===== src/rtl/stack_op_sequencer.sv =====
// stack_op_sequencer: bounds-checked push/pop/set sequencer driving a single-port memory for a base+offset stack
module stack_op_sequencer #(
  parameter int STACK_LO = 32,
  parameter int STACK_HI = 40,
  parameter int RESET_SPBA = 40
) (
  input  logic        clk,
  input  logic        rst,
  input  logic        cmd_valid,
  output logic        cmd_ready,
  input  logic [1:0]  cmd_op,
  input  logic [31:0] cmd_data,
  output logic        mem_req,
  output logic        mem_we,
  output logic [31:0] mem_addr,
  output logic [31:0] mem_wdata,
  input  logic [31:0] mem_rdata,
  input  logic        mem_ack,
  output logic        rsp_valid,
  output logic [31:0] rsp_data,
  output logic        rsp_err,
  output logic [31:0] sp_out,
  output logic [31:0] spba_out,
  output logic        overflow,
  output logic        underflow,
  input  logic        err_clr
);
  typedef enum logic [1:0] {IDLE, MEM, DONE} state_t;
  localparam logic [32:0] lo = 33'(STACK_LO);
  localparam logic [32:0] hi = 33'(STACK_HI);
  state_t state, state_nx;
  logic [31:0] sp, spba, wdata, rdata;
  logic push, err, acc, push_err, pop_err, set_err, bad;
  logic [32:0] a, sum_sp, sum_spba;
  assign a = {1'b0, spba} + {sp[31], sp};
  assign sum_sp = {1'b0, spba} + {cmd_data[31], cmd_data};
  assign sum_spba = {1'b0, cmd_data} + {sp[31], sp};
  assign acc = cmd_valid && state == IDLE;
  assign push_err = a <= lo;
  assign pop_err = a >= hi;
  assign set_err = cmd_op[0] ? (sum_spba < lo || sum_spba > hi) : (sum_sp < lo || sum_sp > hi);
  assign bad = cmd_op[1] ? set_err : cmd_op[0] ? pop_err : push_err;
  always_comb begin
    state_nx = state;
    state_nx = state == IDLE ? (acc ? ((cmd_op[1] || bad) ? DONE : MEM) : IDLE)
             : state == MEM ? (mem_ack ? DONE : MEM)
             : IDLE;
  end
  always_ff @(posedge clk) begin
    if (rst) begin
      state <= IDLE;
      sp <= '0;
      spba <= 32'(RESET_SPBA);
      overflow <= 1'b0;
      underflow <= 1'b0;
      push <= 1'b0;
      wdata <= '0;
      rdata <= '0;
      err <= 1'b0;
    end else begin
      state <= state_nx;
      overflow <= (acc && cmd_op == 2'b00 && push_err) || (overflow && !err_clr);
      underflow <= (acc && cmd_op == 2'b01 && pop_err) || (underflow && !err_clr);
      if (acc) begin
        push <= !cmd_op[0];
        wdata <= cmd_data;
        rdata <= '0;
        err <= bad;
        if (cmd_op == 2'b10 && !bad) sp <= cmd_data;
        if (cmd_op == 2'b11 && !bad) spba <= cmd_data;
      end
      if (state == MEM && mem_ack) begin
        sp <= push ? sp - 32'd1 : sp + 32'd1;
        if (!push) rdata <= mem_rdata;
      end
    end
  end
  assign cmd_ready = state == IDLE;
  assign mem_req = state == MEM;
  assign mem_we = mem_req && push;
  assign mem_addr = mem_req ? (push ? a[31:0] - 32'd1 : a[31:0]) : '0;
  assign mem_wdata = mem_we ? wdata : '0;
  assign rsp_valid = state == DONE;
  assign rsp_data = rsp_valid ? rdata : '0;
  assign rsp_err = rsp_valid && err;
  assign sp_out = sp;
  assign spba_out = spba;
endmodule


===== config.mk =====
export PLATFORM = sky130hd
export DESIGN_NAME = stack_op_sequencer
export DESIGN_NICKNAME = d
export VERILOG_FILES = /design/src/rtl/stack_op_sequencer.sv
export SDC_FILE = /design/constraint.sdc
export NUM_CORES = 1
export LEC_CHECK = 0
export ABC_AREA = 1
export BUFFER_PORTS_ARGS = -buffer_cell sky130_fd_sc_hd__buf_4
export CAP_MARGIN = 20
export CORE_UTILIZATION = 55
export DETAILED_ROUTE_END_ITERATION = 10
export PLACE_DENSITY = 0.82
export SYNTH_ARGS = -nofsm -noshare
export SYNTH_HDL_FRONTEND = slang
export SYNTH_SLANG_ARGS = --single-unit
export TNS_END_PERCENT = 50

===== constraint.sdc =====
create_clock -name clk -period 4.7 [get_ports clk]
set_input_delay 0.235 -clock clk [delete_from_list [all_inputs] [get_ports clk]]
set_output_delay 0.235 -clock clk [all_outputs]
set_load 0.01 [all_outputs]

Word-level counts from Yosys, hierarchy flattened:

Index checks and enable logic that the tools add are counted.

* add/sub/neg operators: 6
* multiplexer cells: 19
* equality and inequality tests: 5
* reductions and logical operators: 26
* order comparisons: 6

Operator list (number)
* 32-bit 2-to-1 mux: 11
* 32-bit by 33-bit adder with 33-bit output: 3
* 33-bit by 6-bit greater-than comparator with 1-bit output (second input constant): 2
* 33-bit by 6-bit < comparator with 1-bit output (second input constant): 2
* 32-bit by 1-bit subtractor with 32-bit output (second input constant): 2
* 33-bit by 6-bit >= comparator with 1-bit output (second input constant): 1
* 33-bit by 6-bit <= comparator with 1-bit output (second input constant): 1
* 32-bit by 1-bit adder with 32-bit output (second input constant): 1
* 1-bit logical AND: 12
* 2-bit 2-to-1 mux: 5
* 2-bit == test (second input constant): 3
* 1-bit logical OR: 5
* 2-bit by 1-bit == test with 1-bit output (second input constant): 2
* 2-bit zero test: 2
* 2-bit AND reduction: 2
* 2-bit nonzero test: 2
* 1-bit zero test: 3
* 1-bit 2-to-1 mux: 3

* bits of input ports: 71
* register bits: 134

Longest topological paths before layout:

* depth after elaboration: 10
* depth in mapped cells: 24
* mapped depth without buffers: 24

Worst setup path before layout:

Ideal clock, no wire load.

* kind: register to output
* start: register sp[0], in the netlist sp_out[0]
* end: output mem_addr[29]
* path buffers: 0
* slack: 1399 ps
* data required time: 4465 ps
* arrival: 3066 ps
* stages on the path, launching flop included: 20
* cell sequence: dfxtp_1 -> ha_1 -> fa_1 -> nand2_1 -> a21oi_2 -> nand2_1 -> nand2_2 -> xnor2_1 -> inv_1 -> nor2_1 -> nand2_1 -> nor3_1 -> nand2_1 -> nor2_1 -> inv_1 -> nor3_1 -> nand2_1 -> nand3_1 -> nand2_1 -> a31oi_1

* word-level cells in the longest chain between the ends: 4

Ends and longest elaborated chain
* from (decl): line 32 `logic [31:0] sp, spba, wdata, rdata;`
* from (signal assigned): line 69 `if (cmd_op == 2'b10 && !bad) sp <= cmd_data;`
* from (signal assigned): line 73 `sp <= push ? sp - 32'd1 : sp + 32'd1;`
* 32-bit by 33-bit adder with 33-bit output (*): line 35 `assign a = {1'b0, spba} + {sp[31], sp};`
* 32-bit by 1-bit subtractor with 32-bit output: line 81 `assign mem_addr = mem_req ? (push ? a[31:0] - 32'd1 : a[31:0]) : '0;`
* 32-bit 2-to-1 mux (*) (2 in a row): line 81
* to (decl): line 15 `output logic [31:0] mem_addr,`

Every way passes the cells marked *; elsewhere a longest branch is shown, timed or not.

Worst setup path after layout:

Same ends and word-level chain as after synthesis.

==> results_dict.tcl <==
set metrics [dict create \
    start_util 0.5580 \
    synth_nets 3152 \
    cts.sinks 134 \
    yosys_most_used_dff "dfxtp_1" \
    yosysMostFrequentCell "nand2_1" \
    cts_tree "done" \
    fin_crit_sh 0.9318 \
    worst_pin_slew_ns 1.017 \
    grt_pass1_wl_mm 99.88 \
    grt_pass1_vias 18920 \
    track_usage 0.4227 \
    synth_edf_count 0 \
    die_h_um 172.7 \
    path_class "flop to primary output" \
    gr-total-overflow 0 \
    grt_max_degree 97 \
    avgSynthCellArea_um2 5.431 \
    slew_headroom 0.3209 \
    status "complete, no violations" \
    holdBufCountCts 0 \
    setup_viol 0 \
    dieArea_um2 29810 \
    dr.first_iter.drc_count 2115 \
    instances_no_fill 3568 \
    htree_levels 4 \
    synth_cell_types 44 \
    hold_viol_final 0 \
    slowest_stage "fa_2" \
    end_kind "primary output" \
    critPathMaxStageDelay_ns 0.41 \
    rows 62 \
    die_w_um 172.7 \
    yosysWarningCount 0 \
    cts.clk_slew.worst_paths_ns 0.07 \
    maxCapViolCount 0 \
    cp_max_fo 7 \
    drc 0 \
    postRouteAntennaNets 0 \
    period_needed_ns 4.380 \
    drive_gt1_frac 0.1147 \
    synthArstFlopShare 0 \
    yosys-top-cells-area "nand2_1 (23%), dfxtp_1 (17%), inv_1 (11%)" \
    core_area_um2 28700 \
    io_buffers 237 \
    root_buffer "clkbuf_16" \
    n_fill_cell 2755 \
    yosysSeqAreaShare 0.1675 \
    post_cts_buffers 0 \
    numCtsBuffers 17 \
    dp_cells 3533 \
    regArea_um2 2684 \
    start_kind "flop" \
    whs_path_depth 3 \
    synth_area_um2 16020 \
    gp_congestion 1.106 \
    slew_violations 0 \
    clk_path_buf_depth 2 \
    yosys.area.top_type "nand2_1" \
    cpMostUsedCell "nand2_1" \
    vias_per_cell 5.725 \
    p_leak_nw 10.23 \
    cp_cell_sequence "ha_1 > fa_2 > nand2_1 > nand2_1 > nand3b_1 > nand2_1 > xnor2_2 > inv_1 > nor2_1 > nand2_1 > nor3_1 > nand2_1 > nor2_2 > inv_1 > nor3_4 > nand2_1 > nand3_1 > nand2_1 > a31oi_1 > buf_4" \
    vias 20430 \
    required_ns 4.47 \
    area_growth_pct 17.86 \
    clock_skew_ns 0.01043 \
    synth_commonest_cells "nand2_1 (962), inv_1 (488), nor2_1 (317)" \
    p_per_area_nw_per_um2 184.6 \
    synth_top_area_share 0.2255 \
    vdd_drop_max_v 0.0002146 \
    first_pass_iters 8 \
    synthCells 2949 \
    clk_latency_ns 0.44 \
    ys_ff_latch 134 \
    multi_input_area_um2 11250 \
    wl_per_cell_um 18.21 \
    nNetsFinal 3373 \
    fmaxAchievable_ghz 0.2283 \
    fin_tns_setup_ns 0 \
    min_path_type "input pin to flop" \
    reg2reg_depth 17 \
    dp_hpwl_mm 52.14 \
    rsz0062_at_grt "false" \
    io_pins 238 \
    finalWirelength_mm 64.99 \
    antenna_found_initial 3 \
    worstPathArrival_ns 4.14 \
]
==> flip-flops by register name, indices dropped and copies added (netlist names) <==
name       count
err            1
overflow       1
push           1
rdata         32
sp_out        32
spba_out      32
state          2
underflow      1
wdata         32
==> critical path, delay by kind of cell (launching register included) <==
| family | cells | cell delay [ns] |
|---|---|---|
| AO/OA/AOI/OAI | 1 | 0.22 |
| XOR/XNOR | 1 | 0.35 |
| adder cells (fa/ha/maj) | 2 | 0.73 |
| buffers and inverters | 3 | 0.41 |
| flip-flops | 1 | 0.39 |
| AND/OR/NAND/NOR | 13 | 1.59 |
==> layout make-up <==
cell class                 count  share of cell area
clock buffer                  18             0.02326
antenna                        1           0.0001326
inverter                     494             0.09823
timing repair buffer         262              0.1053
clock inverter                14            0.009743
tap                          384             0.02545
sequential                   134              0.1422
multi-input combinational   2261              0.5957
==> report_power, final <==
group          switching (mW)  internal, mW  leakage, nW
clock network           0.601         0.863        0.305
logic                   0.553         0.260         8.83
registers              0.0314          1.18         1.09
total                    1.19          2.30         10.2
==> placed cells by master (no fill, tap or decap), types with 3 or more instances in the layout <==
master     instances
and2_1             4
nand3_1          189
o21bai_1           9
o211ai_1           5
nand3b_1          19
nor3_2             5
o21ai_0          135
buf_4            261
nor2_1           315
nand3_2            5
inv_1            488
nor4_1             5
bufinv_16          3
ha_1             128
nor2_2            15
clkbuf_16         17
xnor2_1            7
nor2_4             3
nand2_2           22
a21oi_1          279
o21a_1            10
xor2_1            14
fa_1               3
nor3_1            40
a221oi_1           3
nand4_1           48
inv_2              5
or2_2              7
dfxtp_1          133
nand2_1          961
inv_6              6
a31oi_1            7
a21o_1             7
==> path summary, 6_finish.rpt <==
path | from | to | slack [ns]
setup reg to reg | sp_out[1] | sp_out[9] | 0.48
hold reg to reg | wdata[15] | wdata[15] | 0.46
setup / recovery | sp_out[0] | mem_addr[29] | 0.32
hold / removal | mem_rdata[5] | rdata[5] | 0.05
==> timing repair <==
| item | 4_1_cts | 5_1_grt |
|---|---|---|
| pin swaps | 0 | 2 |
| endpoints found under the setup margin | 1 | 40 |
| resized for setup | 1 | 7 |
| cloned | 0 | 1 |
==> stage by stage <==
stage / total power [mW] / hold WS, ns / setup slack [ns] / area (µm²) / utilization
final: 3.485 / 0.05235 / 0.3205 / 18880 / 0.6577
after CTS: 3.437 / 0.04984 / 0.08721 / 18810 / 0.6553
after global routing: 3.600 / 0.05729 / 0.02667 / 18870 / 0.6576
after global placement: 1.989 / 0.4375 / 0.3411 / 18180 / 0.6333
after floorplan: 1.726 / 0.3789 / 1.399 / 16020 / -
after detailed placement: 2.007 / 0.4440 / 0.2043 / 18180 / 0.6333
==> layer usage <==
layer | GRT usage | routed length [µm] | up-vias
met5 | 0 | 40 | -
met3 | 0.06794 | 6730 | 259
met4 | 0.2098 | 3290 | 6
met1 | 0.5225 | 25320 | 9133
li1 | - | - | 9830
met2 | 0.7117 | 29610 | 1199
==> logic make-up (layout without fill, tap and decap cells) <==
family / after synthesis / count (layout) / synth area share
adders and majority gates: 132 / 132 / 0.1050
buffers and inverters: 555 / 788 / 0.1335
xor gates and xnor gates: 22 / 22 / 0.01203
AOI/OAI and AO/OA: 460 / 461 / 0.1514
and+or+nand+nor: 1646 / 1646 / 0.4306
other: 0 / 1 / 0
DFF: 134 / 134 / 0.1675
(Power assumes the default switching activity.)
